--- config.mk ---
export PLATFORM = sky130hd
export DESIGN_NAME = pcs_40g_rx_lane_sync
export DESIGN_NICKNAME = d
export VERILOG_FILES = /design/src/rtl/pcs_40g_rx_lane_sync.sv
export SDC_FILE = /design/constraint.sdc
export NUM_CORES = 1
export LEC_CHECK = 0
export CAP_MARGIN = 20
export CORE_MARGIN = 2
export CORE_UTILIZATION = 49
export DETAILED_ROUTE_END_ITERATION = 8
export GPL_TIMING_DRIVEN = 0
export PLACE_DENSITY_LB_ADDON = 0.1
export REMOVE_ABC_BUFFERS = 1
export SYNTH_ARGS = -nofsm -noshare
export SYNTH_HDL_FRONTEND = slang
export SYNTH_SLANG_ARGS = --single-unit
--- constraint.sdc ---
create_clock -name clk -period 4.8 [get_ports clk]
set_clock_uncertainty 0.2 [all_clocks]
set_input_delay 0.96 -clock clk [delete_from_list [all_inputs] [get_ports clk]]
set_output_delay 0.96 -clock clk [all_outputs]
set_load 0.01 [all_outputs]
--- src/rtl/pcs_40g_rx_lane_sync.sv ---
// Per-lane 40GBASE-R receive synchronizer: block lock (sync-header hunting with
// gearbox bit-slip requests) followed by alignment-marker lock that identifies
// the logical lane carried on this physical lane.
// Optional build macro PCS_RX_ERR_CNT_EN adds err_cnt_o, a saturating count of
// invalid sync headers seen while block lock is held.
module pcs_40g_rx_lane_sync #(
    parameter int unsigned LANE_N      = 4,
    parameter int unsigned DATA_W      = 64,
    parameter int unsigned HEAD_W      = 2,
    parameter int unsigned AM_SPACING  = 16383,
    parameter int unsigned SH_CNT_N    = 64,
    parameter int unsigned SH_INVLD_N  = 16,
    parameter int unsigned SLIP_WAIT_N = 2
) (
    input  logic                      clk,
    input  logic                      nreset,
    input  logic                      valid_i,
    input  logic [HEAD_W-1:0]         head_i,
    input  logic [DATA_W-1:0]         data_i,
    output logic                      slip_o,
    output logic                      valid_o,
    output logic [HEAD_W-1:0]         head_o,
    output logic [DATA_W-1:0]         data_o,
    output logic                      block_lock_o,
    output logic                      am_lock_o,
    output logic [$clog2(LANE_N)-1:0] lane_id_o,
    output logic                      am_v_o
`ifdef PCS_RX_ERR_CNT_EN
    ,
    output logic [15:0]               err_cnt_o
`endif
);

    localparam int unsigned LaneW   = $clog2(LANE_N);
    localparam int unsigned ShCntW  = $clog2(SH_CNT_N + 1);
    localparam int unsigned InvldW  = $clog2(SH_INVLD_N + 1);
    localparam int unsigned WaitW   = (SLIP_WAIT_N > 0) ? $clog2(SLIP_WAIT_N + 1) : 1;
    localparam int unsigned PosW    = $clog2(AM_SPACING + 1);
    // Only four marker patterns exist; wider lane counts cannot match more.
    localparam int unsigned AmLaneN = (LANE_N < 4) ? LANE_N : 4;

    localparam logic [HEAD_W-1:0] HeadData = HEAD_W'(1);
    localparam logic [HEAD_W-1:0] HeadCtrl = HEAD_W'(2);

    localparam logic [1:0] AmSearch  = 2'd0;
    localparam logic [1:0] AmConfirm = 2'd1;
    localparam logic [1:0] AmLocked  = 2'd2;

    // {M2, M1, M0} for each logical lane
    function automatic logic [23:0] am_pattern(input int unsigned lane);
        case (lane)
            0:       am_pattern = 24'h47_76_90;
            1:       am_pattern = 24'hE6_C4_F0;
            2:       am_pattern = 24'h9B_65_C5;
            default: am_pattern = 24'h3D_79_A2;
        endcase
    endfunction

    // Registers
    logic              r_valid;
    logic [HEAD_W-1:0] r_head;
    logic [DATA_W-1:0] r_data;
    logic              r_slip;
    logic              r_block_lock;
    logic [ShCntW-1:0] r_sh_cnt;
    logic [InvldW-1:0] r_sh_invld;
    logic [WaitW-1:0]  r_slip_wait;
    logic [1:0]        r_am_state;
    logic [PosW-1:0]   r_pos;
    logic [LaneW-1:0]  r_cand_id;
    logic [1:0]        r_miss_cnt;
    logic              r_am_lock;
    logic [LaneW-1:0]  r_lane_id;
    logic              r_am_v;

    // Next-state wires
    logic              w_hdr_ok;
    logic              w_eval;
    logic [ShCntW-1:0] w_sh_cnt_inc;
    logic [InvldW-1:0] w_sh_invld_inc;
    logic              w_slip_nxt;
    logic              w_block_lock_nxt;
    logic              w_lock_drop;
    logic [ShCntW-1:0] w_sh_cnt_nxt;
    logic [InvldW-1:0] w_sh_invld_nxt;
    logic [WaitW-1:0]  w_slip_wait_nxt;
    logic              w_am_match;
    logic [LaneW-1:0]  w_am_id;
    logic              w_pos_exp;
    logic [1:0]        w_am_state_nxt;
    logic [PosW-1:0]   w_pos_nxt;
    logic [LaneW-1:0]  w_cand_id_nxt;
    logic [1:0]        w_miss_cnt_nxt;
    logic              w_am_lock_nxt;
    logic [LaneW-1:0]  w_lane_id_nxt;
    logic              w_am_v_nxt;

    assign w_hdr_ok       = (head_i == HeadData) || (head_i == HeadCtrl);
    // The block right after a slip is never evaluated, so slips cannot repeat back to back.
    assign w_eval         = valid_i && (r_slip_wait == '0) && !r_slip;
    assign w_sh_cnt_inc   = r_sh_cnt + ShCntW'(1);
    assign w_sh_invld_inc = r_sh_invld + (w_hdr_ok ? InvldW'(0) : InvldW'(1));
    assign w_pos_exp      = (r_pos == PosW'(AM_SPACING));

    // Block lock: sync-header window counting, slip requests and slip-wait discard
    always_comb begin
        w_slip_nxt       = 1'b0;
        w_block_lock_nxt = r_block_lock;
        w_lock_drop      = 1'b0;
        w_sh_cnt_nxt     = r_sh_cnt;
        w_sh_invld_nxt   = r_sh_invld;
        w_slip_wait_nxt  = r_slip_wait;
        if (valid_i && !w_eval) begin
            if (r_slip_wait != '0) begin
                w_slip_wait_nxt = r_slip_wait - WaitW'(1);
            end
        end else if (w_eval && !r_block_lock) begin
            if (!w_hdr_ok) begin
                w_slip_nxt      = 1'b1;
                w_sh_cnt_nxt    = '0;
                w_sh_invld_nxt  = '0;
                w_slip_wait_nxt = WaitW'(SLIP_WAIT_N);
            end else if (w_sh_cnt_inc == ShCntW'(SH_CNT_N)) begin
                w_block_lock_nxt = 1'b1;
                w_sh_cnt_nxt     = '0;
                w_sh_invld_nxt   = '0;
            end else begin
                w_sh_cnt_nxt = w_sh_cnt_inc;
            end
        end else if (w_eval) begin
            // Invalid-count threshold is checked first so it beats the window reset.
            if (w_sh_invld_inc == InvldW'(SH_INVLD_N)) begin
                w_slip_nxt       = 1'b1;
                w_block_lock_nxt = 1'b0;
                w_lock_drop      = 1'b1;
                w_sh_cnt_nxt     = '0;
                w_sh_invld_nxt   = '0;
                w_slip_wait_nxt  = WaitW'(SLIP_WAIT_N);
            end else if (w_sh_cnt_inc == ShCntW'(SH_CNT_N)) begin
                w_sh_cnt_nxt   = '0;
                w_sh_invld_nxt = '0;
            end else begin
                w_sh_cnt_nxt   = w_sh_cnt_inc;
                w_sh_invld_nxt = w_sh_invld_inc;
            end
        end
    end

    // Marker recognition: control header, known M0-M2, and bytes 4-6 inverted
    always_comb begin
        w_am_match = 1'b0;
        w_am_id    = '0;
        if ((head_i == HeadCtrl) && (data_i[55:32] == ~data_i[23:0])) begin
            for (int unsigned i = 0; i < AmLaneN; i++) begin
                if (data_i[23:0] == am_pattern(i)) begin
                    w_am_match = 1'b1;
                    w_am_id    = LaneW'(i);
                end
            end
        end
    end

    // Marker lock FSM: search, confirm one period later, then track misses
    always_comb begin
        w_am_state_nxt = r_am_state;
        w_pos_nxt      = r_pos;
        w_cand_id_nxt  = r_cand_id;
        w_miss_cnt_nxt = r_miss_cnt;
        w_am_lock_nxt  = r_am_lock;
        w_lane_id_nxt  = r_lane_id;
        w_am_v_nxt     = 1'b0;
        if (w_lock_drop) begin
            w_am_state_nxt = AmSearch;
            w_am_lock_nxt  = 1'b0;
            w_miss_cnt_nxt = '0;
            w_pos_nxt      = '0;
        end else if (valid_i && r_block_lock) begin
            case (r_am_state)
                AmSearch: begin
                    if (w_am_match) begin
                        w_cand_id_nxt  = w_am_id;
                        w_pos_nxt      = '0;
                        w_am_state_nxt = AmConfirm;
                        w_am_v_nxt     = 1'b1;
                    end
                end
                AmConfirm: begin
                    if (!w_pos_exp) begin
                        w_pos_nxt = r_pos + PosW'(1);
                    end else if (w_am_match && (w_am_id == r_cand_id)) begin
                        w_am_state_nxt = AmLocked;
                        w_am_lock_nxt  = 1'b1;
                        w_lane_id_nxt  = r_cand_id;
                        w_miss_cnt_nxt = '0;
                        w_am_v_nxt     = 1'b1;
                        w_pos_nxt      = '0;
                    end else begin
                        w_am_state_nxt = AmSearch;
                    end
                end
                AmLocked: begin
                    if (!w_pos_exp) begin
                        w_pos_nxt = r_pos + PosW'(1);
                    end else begin
                        w_pos_nxt = '0;
                        if (w_am_match && (w_am_id == r_cand_id)) begin
                            w_miss_cnt_nxt = '0;
                            w_am_v_nxt     = 1'b1;
                        end else if (r_miss_cnt == 2'd3) begin
                            w_miss_cnt_nxt = '0;
                            w_am_lock_nxt  = 1'b0;
                            w_am_state_nxt = AmSearch;
                        end else begin
                            w_miss_cnt_nxt = r_miss_cnt + 2'd1;
                        end
                    end
                end
                default: begin
                    w_am_state_nxt = AmSearch;
                end
            endcase
        end
    end

    // State and output registers with synchronous active-low reset
    always_ff @(posedge clk) begin
        if (!nreset) begin
            r_valid      <= 1'b0;
            r_head       <= '0;
            r_data       <= '0;
            r_slip       <= 1'b0;
            r_block_lock <= 1'b0;
            r_sh_cnt     <= '0;
            r_sh_invld   <= '0;
            r_slip_wait  <= '0;
            r_am_state   <= AmSearch;
            r_pos        <= '0;
            r_cand_id    <= '0;
            r_miss_cnt   <= '0;
            r_am_lock    <= 1'b0;
            r_lane_id    <= '0;
            r_am_v       <= 1'b0;
        end else begin
            r_valid      <= valid_i;
            if (valid_i) begin
                r_head <= head_i;
                r_data <= data_i;
            end
            r_slip       <= w_slip_nxt;
            r_block_lock <= w_block_lock_nxt;
            r_sh_cnt     <= w_sh_cnt_nxt;
            r_sh_invld   <= w_sh_invld_nxt;
            r_slip_wait  <= w_slip_wait_nxt;
            r_am_state   <= w_am_state_nxt;
            r_pos        <= w_pos_nxt;
            r_cand_id    <= w_cand_id_nxt;
            r_miss_cnt   <= w_miss_cnt_nxt;
            r_am_lock    <= w_am_lock_nxt;
            r_lane_id    <= w_lane_id_nxt;
            r_am_v       <= w_am_v_nxt;
        end
    end

`ifdef PCS_RX_ERR_CNT_EN
    logic [15:0] r_err_cnt;

    // Saturating invalid-header count while locked; cleared when lock falls
    always_ff @(posedge clk) begin
        if (!nreset) begin
            r_err_cnt <= '0;
        end else if (w_lock_drop) begin
            r_err_cnt <= '0;
        end else if (w_eval && r_block_lock && !w_hdr_ok && (r_err_cnt != 16'hFFFF)) begin
            r_err_cnt <= r_err_cnt + 16'd1;
        end
    end

    assign err_cnt_o = r_err_cnt;
`endif

    assign valid_o      = r_valid;
    assign head_o       = r_head;
    assign data_o       = r_data;
    assign slip_o       = r_slip;
    assign block_lock_o = r_block_lock;
    assign am_lock_o    = r_am_lock;
    assign lane_id_o    = r_lane_id;
    assign am_v_o       = r_am_v;

endmodule

# --- Word-level counts from Yosys, hierarchy flattened ---
# Index checks and enable logic that the tools add are counted.
word_totals:
  elab_cells: 155
  in_bits: 69
  ff_bits: 107
  out_inout_bits: 73
classes:
  n_reduce_logical: 34
  add_sub_neg: 5
  muxes: 70
  n_eq_ne: 26
  n_bitwise: 5
ops:
  columns: ["operator", "n"]
  rows:
  - ["== test 24 bit", 5]
  - ["two-way mux 24 bit", 4]
  - ["two-way mux 14 bit", 4]
  - ["case mux 14 bit (3 select lines)", 1]
  - ["two-way mux 2 bit", 20]
  - ["two-way mux 7 bit", 5]
  - ["two-way mux 5 bit", 6]
  - ["two-way mux 1 bit", 26]
  - ["inverter 24 bit", 1]
  - ["AND reduction 5 bit", 3]
  - ["adder 14 x 1 -> 14 bit (second input constant)", 1]
  - ["== test 14 bit (second input constant)", 1]
  - ["inequality test 2 bit (second input constant)", 7]
  - ["AND reduction 4 bit", 3]
  - ["nonzero test 3 bit", 3]
  - ["nonzero test 2 bit", 4]
  - ["adder 7 x 1 -> 7 bit (second input constant)", 1]
  - ["== test 7 bit (second input constant)", 1]
  - ["logical AND 1 bit", 7]
  - ["AND reduction 7 bit", 1]
  - ["== test 2 bit (second input constant)", 3]
  - ["inequality test 3 bit (second input constant)", 2]
  - ["case mux 2 bit (3 select lines)", 1]
  - ["AND reduction 6 bit", 1]
  - ["18 further kinds", 29]

# --- Longest topological paths before layout ---
# Gate-level depths: netlist of the first run.
depth:
  depth_word: 14
  ltp_mapped: 11
  mapped_depth_nobuf: 11

# --- Worst setup path after synthesis of the first run ---
# No wires, ideal clock.
synth_path:
  path_kind: "input-to-reg"
  from: "in data_i[16]"
  to: "reg r_am_state[1]"
  n_path_buf: 1
  cell_stages: 8
  setup_slack_ns: 1.325
  arrival_time_ns: 3.203
  setup_time_ns: 0.072
  t_required_ns: 4.528
  path_cell_list: "buf_2 > or3b_1 > or4_4 > a2bb2o_4 > xor2_4 > and4b_4 > or4b_1 > a21oi_1"
synth_via:
  elab_chain_len: 10
  elab_cells_between_ends: 24
  cone_classes: "eq/ne (8); mux (12); bitwise (1); reduce/logical (3)"
synth_lines:
  columns: ["item", "line", "text"]
  rows:
  - ["start, declared", "19", "input logic [DATA_W-1:0] data_i,"]
  - ["== test 24 bit", "155", "if (data_i[23:0] == am_pattern(i)) begin"]
  - ["two-way mux 1 bit", "155", null]
  - ["two-way mux 2 bit or two-way mux 1 bit (tied branches) (2 in series)", "155", null]
  - ["two-way mux 2 bit or two-way mux 1 bit (tied branches)", "153, 155", null]
  - ["== test 2 bit or two-way mux 1 bit (tied branches)", "190, 206, 153", null]
  - ["logical AND 1 bit", "190, 206", null]
  - ["two-way mux 2 bit", "190", "end else if (w_am_match && (w_am_id == r_cand_id)) begin"]
  - ["two-way mux 2 bit", "188", "if (!w_pos_exp) begin"]
  - ["case mux 2 bit (3 select lines)", "178", "case (r_am_state)"]
  - ["end signal, assigned", "236", "r_am_state <= AmSearch;"]
  - ["end signal, assigned", "254", "r_am_state <= w_am_state_nxt;"]
  - ["end, declared", "68", "logic [1:0] r_am_state;"]
# Parallel ways exist; a longest one is shown, timed or not. The select of a mux whose other input is x is not followed.
# A chain may end at the register's enable or synchronous reset.

# --- Final worst setup path of the first run ---
layout_path:
  from: "in head_i[0]"
  to: "reg r_pos[5]"
layout_via:
  elab_chain_len: 10
  elab_cells_between_ends: 19
  cone_classes: "add/sub (1); eq/ne (6); mux (7); reduce/logical (5)"
layout_lines:
  columns: ["item", "line", "text"]
  rows:
  - ["start, declared", "18", "input logic [HEAD_W-1:0] head_i,"]
  - ["== test 2 x 1 -> 1 bit or == test 2 bit (tied branches)", "98, 153", null]
  - ["logical OR 1 bit", "98", "assign w_hdr_ok = (head_i == HeadData) || (head_i == HeadCtrl);"]
  - ["two-way mux 1 bit", "102", "assign w_sh_invld_inc = r_sh_invld + (w_hdr_ok ? InvldW'(0) : InvldW'(1));"]
  - ["adder 5 x 1 -> 5 bit", "102", null]
  - ["== test 5 bit", "132", "if (w_sh_invld_inc == InvldW'(SH_INVLD_N)) begin"]
  - ["two-way mux 1 bit", "132", null]
  - ["two-way mux 1 bit", "130", "end else if (w_eval) begin"]
  - ["two-way mux 1 bit", "117", "end else if (w_eval && !r_block_lock) begin"]
  - ["two-way mux 1 bit", "113", "if (valid_i && !w_eval) begin"]
  - ["OR reduction 2 bit (no source line)", null, null]
  - ["end signal, assigned", "255", "r_pos <= w_pos_nxt;"]
  - ["end, declared", "69", "logic [PosW-1:0] r_pos;"]
# Parallel ways exist; a longest one is shown, timed or not.

==> results of run 1 <==
sequential cells by signal, summed over array words and instances (netlist names):
signal,cells
head_o,2
slip_o,1
block_lock_o,1
am_lock_o,1
lane_id_o,2
data_o,64
r_am_state,2
r_miss_cnt,2
valid_o,1
am_v_o,1
r_pos,14
r_sh_invld,5
r_cand_id,2
r_sh_cnt,7
r_slip_wait,2
placed cells by master, fill, tap and decap left out, types with 5 or more instances in the layout:
cell / instances
a21oi_1: 28
a22oi_1: 5
a31oi_1: 7
and3_1: 10
clkbuf_8: 10
clkdlybuf4s50_1: 140
dfxtp_1: 107
ha_1: 11
inv_1: 16
mux2i_1: 71
nand2_1: 18
nand2b_1: 9
nand3_1: 13
nand4_1: 13
nand4b_1: 6
nor2_1: 90
nor3_1: 18
nor4_1: 14
o21ai_0: 16
o31ai_1: 5
or4_1: 6
xnor2_1: 21
xor2_1: 10
power by group through the flow:
stage | clock network (uW) | registers, uW | logic, uW
global placement | 0 | 965 | 341
global route | 570 | 952 | 369
CTS | 537 | 946 | 343
finish | 515 | 946 | 341
detailed placement | 0 | 966 | 341
floorplan | 0 | 981 | 132
stage by stage:
| stage | TNS, ns | worst slack (ns) | instance area, um^2 | instances |
|---|---|---|---|---|
| final | 0 | 0.738 | 7130 | 868 |
| after floorplan | 0 | 0.779 | 5310 | 569 |
| after global placement | -74.70 | -2.13 | 6900 | 850 |
| after global routing | 0 | 0.530 | 7130 | 868 |
| after CTS | 0 | 0.778 | 7130 | 868 |
| after detailed placement | 0 | 0.368 | 6950 | 852 |
logic make-up (layout without fill, tap and decap cells):
| kind of cell | count (synthesis) | count (layout) |
|---|---|---|
| adder cells (fa/ha/maj) | 11 | 11 |
| flip-flops | 107 | 107 |
| AO/OA/AOI/OAI | 94 | 94 |
| XOR/XNOR | 32 | 32 |
| AND/OR/NAND/NOR | 237 | 237 |
| buffers and inverters | 42 | 176 |
| multiplexers | 71 | 71 |
per-layer routing:
layer,global-route usage,up-vias
li1,-,2433
met2,0.400,118
met4,0.0549,0
met3,0.0950,14
met5,0,-
met1,0.309,2310
Yosys cell counts (3+ instances only):
cell	number	area, um^2
nand2_1	18	67.6
inv_1	16	60.1
nor4_1	14	87.6
nand3_1	13	65.1
o31ai_1	5	37.5
xor2_1	10	87.6
dfxtp_1	107	2140
xnor2_1	21	184
or3b_2	3	26.3
nor3b_1	3	22.5
nand4b_1	6	52.6
a21oi_1	28	140
nand4_1	13	81.3
nor2_1	90	338
or4_1	6	45.0
a22oi_1	5	37.5
nand2b_1	9	56.3
ha_1	11	138
o21a_1	3	22.5
buf_1	6	22.5
and2_1	4	25.0
and3_1	10	62.6
a31oi_1	7	43.8
o21ai_0	16	80.1
clkbuf_1	17	63.8
nor4b_1	3	26.3
nor2b_1	4	25.0
mux2i_1	71	711
a22o_1	3	26.3
nor3_1	18	90.1
nand3b_1	4	30.0
path summary, 6_finish.rpt:
| path | startpoint | endpoint | slack (ns) | cells past startpoint |
|---|---|---|---|---|
| worst min register to register | r_miss_cnt[1] | r_miss_cnt[1] | 0.29 | 1 |
| worst max register to register | r_pos[0] | r_am_state[1] | 1.69 | 8 |
| worst max-delay path | head_i[0] | r_pos[5] | 0.74 | 11 |
| worst min-delay path | r_miss_cnt[1] | r_miss_cnt[1] | 0.29 | 1 |
final cells by class:
type                    instances  area share
clock buffers                  11      0.0198
clock inverters                 5     0.00544
inverters                      17     0.00913
multi-input cells             445       0.435
flip-flops and latches        107       0.300
well taps                     140      0.0246
repair buffers                143       0.205
worst max-delay path: cells and delay by family:
kind | cells | cell delay, ns
XOR/XNOR | 1 | 0.15
AO/OA/AOI/OAI | 3 | 1.17
adder cells (fa/ha/maj) | 3 | 0.80
AND/OR/NAND/NOR | 2 | 0.52
buffers and inverters | 2 | 0.53
==> flow_metrics.env, run 1 <==
export IMPL_grt_usage=0.246
export IMPL_htree_levels=3
export IMPL_synthCells=594
export IMPL_run_status="complete, no violations"
export IMPL_place_hpwl_um=10600
export IMPL_cts_buffers_inserted=9
export IMPL_setup_viol=0
export IMPL_wl_met1_um=6040
export IMPL_syn_avg_cell_area_um2=9.10
export IMPL_cts_sinks=107
export IMPL_vias=4875
export IMPL_crit_path_top_delay_cell="o21ai_1"
export IMPL_vias_per_cell=5.62
export IMPL_rsz0062_at_grt="false"
export IMPL_clockBufferDepth=2
export IMPL_cts_hold_buffers=0
export IMPL_routed_wl_um=13900
export IMPL_postSynth_asyncResetShare=0
export IMPL_io_buffer_count=141
export IMPL_ys_types=70
export IMPL_slew_viol_final=0
export IMPL_initial_core_util=0.501
export IMPL_cts_setup_buffers=0
export IMPL_n_fill_cell=886
export IMPL_fin_nets=803
export IMPL_post_cts_resize_count=0
export IMPL_synth_adder_area_share=0.0255
export IMPL_yosysSeqAreaShare=0.396
export IMPL_grt_pass1_vias=4840
export IMPL_p_per_area_nw_per_um2=253
export IMPL_p_clk_frac=0.286
export IMPL_fmax_mhz=246
export IMPL_hp_class="reg -> reg"
export IMPL_required_ns=4.87
export IMPL_die_area_um2=11900
export IMPL_syn_area_um2=5410
export IMPL_cts_root_buf="clkbuf_8"
export IMPL_power_switching_uw=492
export IMPL_worst_setup_path_end_kind="register"
export IMPL_synth_mux_area_frac=0.131
export IMPL_grt_overflow=0
export IMPL_yosysWarnings=0
export IMPL_place_gp_congestion=0.818
export IMPL_switching_share=0.273
export IMPL_cts_tree="yes"
export IMPL_fin_util=0.661
export IMPL_grt_pass1_wl_um=23200
export IMPL_drive_above_1_share=0.0549
export IMPL_die_x_um=109
export IMPL_die_height_um=109
export IMPL_core_um2=10800
export IMPL_synth_top_family_by_area="simple AND/OR/NAND/NOR gates"
export IMPL_leakagePower_uw=0.00269
export IMPL_finalCritPeriodShare=0.846
export IMPL_total_power_uw=1800
export IMPL_crit_top_cell="ha_1"
export IMPL_p_seq_frac=0.525
export IMPL_highest_layer="met4"
export IMPL_ir_worst_vdd_mv=0.237
export IMPL_drt_pre_antenna_iters=5
export IMPL_path_clk_slew_ns=0.09
export IMPL_seqCellArea_um2=2140
export IMPL_synth_simple_area_share=0.243
export IMPL_clock_latency_ns=0.39
export IMPL_cap_viol_max_count=0
export IMPL_slew_headroom=0.523
export IMPL_synth_xor_area_frac=0.0553
export IMPL_synth_edf_count=0
export IMPL_pwr_share_comb=0.189
export IMPL_worst_pin_slew_ns=0.711
export IMPL_p_int_uw=1310
export IMPL_whs_ns=0.292
export IMPL_drc=0
export IMPL_multiInputGateArea_um2=3100
export IMPL_critical_path_arrival_ns=4.14
export IMPL_synth_compound_area_share=0.119
export IMPL_ys_dominant_reg_cell="dfxtp_1"
export IMPL_io_pins=142
export IMPL_critPathMaxFanout=10
export IMPL_ant_nets=0
export IMPL_path_cells="clkdlybuf4s50_1 -> inv_1 -> ha_1 -> ha_1 -> ha_1 -> xor2_1 -> nor3_1 -> nand3_1 -> o21ai_1 -> a21oi_1 -> a221o_1"
export IMPL_crit_type="in -> reg"
export IMPL_area_growth_pct=31.9
export IMPL_wl_met2_um=6710
export IMPL_startpoint_type="primary input"
export IMPL_grt_max_degree=63
export IMPL_placement_rows=38
export IMPL_slowest_delay_ns=0.63
export IMPL_wl_met3_um=1030
export IMPL_first_iter_violations=353
export IMPL_fin_crit_ns=4.06
export IMPL_synth_seq_cells=107
export IMPL_num_antenna_cells=0
export IMPL_antenna_found_initial=0
export IMPL_wl_per_cell_um=16.0
export IMPL_finalHoldViolCount=0
Note: power is estimated with default switching activity, not from simulation.
==> inputs of run 2 (changes only) <==
CORE_UTILIZATION = 44   (was 49)
clock period = 3.57 ns   (was 4.8 ns; I/O delays follow)
==> flow_metrics.env, run 2 (synthesized netlist as in run 1, its figures left out) <==
export IMPL_largest_reg_flops=64
export IMPL_grt_util_met2=0.360
export IMPL_wl_per_cell_um=16.2
export IMPL_vias=4831
export IMPL_cts_hold_buffers=0
export IMPL_worst_pin_slew_ns=0.722
export IMPL_cts_sinks=107
export IMPL_run_status="complete, no violations"
export IMPL_reg2reg_to="r_am_state[1]"
export IMPL_crit_type="in -> reg"
export IMPL_layout_common_cells="139 x clkdlybuf4s50_1, 107 x dfxtp_1, 90 x nor2_1"
export IMPL_grt_max_degree=63
export IMPL_grt_use_met1=0.271
export IMPL_io_buffer_count=141
export IMPL_setup_tns_ns=0
export IMPL_path_clk_slew_ns=0.07
export IMPL_placed_cells=859
export IMPL_hold_path_startpoint="r_miss_cnt[1]"
export IMPL_critPathMaxFanout=7
export IMPL_cts_root_buf="clkbuf_16"
export IMPL_cts_tree="yes"
export IMPL_vias_per_cell=5.47
export IMPL_r2r_setup_slack_ns=0.53
export IMPL_grt_usage=0.219
export IMPL_htree_levels=3
export IMPL_cts_buffers_inserted=9
export IMPL_place_gp_congestion=0.804
export IMPL_io_pins=142
export IMPL_fin_util=0.621
export IMPL_core_um2=12000
export IMPL_fin_nets=812
export IMPL_slew_headroom=0.515
export IMPL_fin_crit_ns=3.54
export IMPL_grt_use_met3=0.0875
export IMPL_min_to="r_miss_cnt[1]"
export IMPL_leakagePower_uw=0.00281
export IMPL_finalCritPeriodShare=0.991
export IMPL_required_ns=3.61
export IMPL_grt_busiest_layer="met2"
export IMPL_cap_viol_max_count=0
export IMPL_num_antenna_cells=0
export IMPL_worstReg2RegStart="r_pos[0]"
export IMPL_hp_class="reg -> reg"
export IMPL_switching_share=0.265
export IMPL_drive_above_1_share=0.0856
export IMPL_routed_wl_um=14300
export IMPL_die_x_um=115
export IMPL_area_growth_pct=37.9
export IMPL_startpoint_type="primary input"
export IMPL_initial_core_util=0.450
export IMPL_drt_pre_antenna_iters=4
export IMPL_p_int_uw=1970
export IMPL_min_delay_path_depth=1
export IMPL_die_height_um=115
export IMPL_placement_rows=40
export IMPL_ir_worst_vdd_mv=0.250
export IMPL_layout_commonest_cell="clkdlybuf4s50_1"
export IMPL_setup_viol=0
export IMPL_p_per_area_nw_per_um2=359
export IMPL_p_seq_frac=0.475
export IMPL_grt_overflow=0
export IMPL_clockBufferDepth=2
export IMPL_fmax_mhz=283
export IMPL_grt_pass1_vias=4750
export IMPL_grt_pass1_wl_um=23200
export IMPL_first_iter_violations=266
export IMPL_whs_ns=0.273
export IMPL_power_switching_uw=711
export IMPL_antenna_found_initial=0
export IMPL_slew_viol_final=0
export IMPL_p_clk_frac=0.348
export IMPL_critical_path_arrival_ns=3.58
export IMPL_die_area_um2=13200
export IMPL_ant_nets=0
export IMPL_finalHoldViolCount=0
export IMPL_drc=0
export IMPL_clock_latency_ns=0.35
export IMPL_instances_no_fill=883
export IMPL_total_power_uw=2680
export IMPL_worstRegToRegCells=8
export IMPL_worst_setup_path_end_kind="register"
export IMPL_pwr_share_comb=0.177
export IMPL_place_hpwl_um=10500
run 2: cell types whose count changed in the layout (fill, tap and decap cells not counted), sizes merged:
cell,change
clkdlybuf4s50,-1
buf,+9
clkbuf,-1
clkinv,-2
dlymetal6s2s,+1
inv,+2
run 2: power by group through the flow:
stage               clock network [uW]  logic [uW]  registers [uW]
global placement                     0         462            1300
floorplan                            0         178            1320
detailed placement                   0         460            1300
CTS                                957         463            1270
global route                      1020         514            1280
finish                             933         474            1270
run 2: metrics by stage:
stage / setup WS (ns) / cell area, um^2
6_report: 0.0336 / 7450
3_5_place_dp: -0.693 / 6960
2_1_floorplan: -0.205 / 5310
3_3_place_gp: -3.19 / 6900
4_1_cts: -0.0663 / 7250
5_1_grt: -0.0271 / 7450
run 2: routing by layer:
layer  up-vias  part of all wire
li1       2437                 -
met1      2264              0.44
met2       122              0.48
met3         8             0.076
met4         0            0.0095
met5         -                 0
run 2: what timing repair did:
action / CTS / global route
buffers inserted: 0 / 9
pin swaps: 0 / 7
setup endpoints to repair: 11 / 22
resized for setup: 4 / 19
hold endpoints to repair: 0 / 0
run 2: worst max-delay path, stage by stage:
cell and delay [ns]:
clkdlybuf4s50_1 0.55, or4b_4 0.61, nor4_1 0.32, a22o_1 0.28, mux2i_2 0.16, o311ai_4 0.41
a21oi_1 0.17, a221o_1 0.36
run 2: worst max path at each step:
stage                from              to  slack [ns]  cells past startpoint
6_report        data_i[9]        r_pos[5]        0.03                      8
5_1_grt        data_i[16]        r_pos[5]       -0.03                      8
4_1_cts         head_i[0]       r_pos[10]       -0.07                     12
3_5_place_dp    head_i[0]        r_pos[5]       -0.69                     11
3_3_place_gp      valid_i  r_slip_wait[1]       -3.19                      7
2_1_floorplan      nreset        r_pos[5]       -0.21                      6
run 2: layout make-up:
class                           count  area, um^2
Multi-Input combinational cell    445        3250
Fill cell                        1049        4560
Clock inverter                      5        38.8
Tap cell                          147         184
Timing Repair Buffer              152        1550
Clock buffer                       10         229
Sequential cell                   107        2140
Inverter                           17        65.1
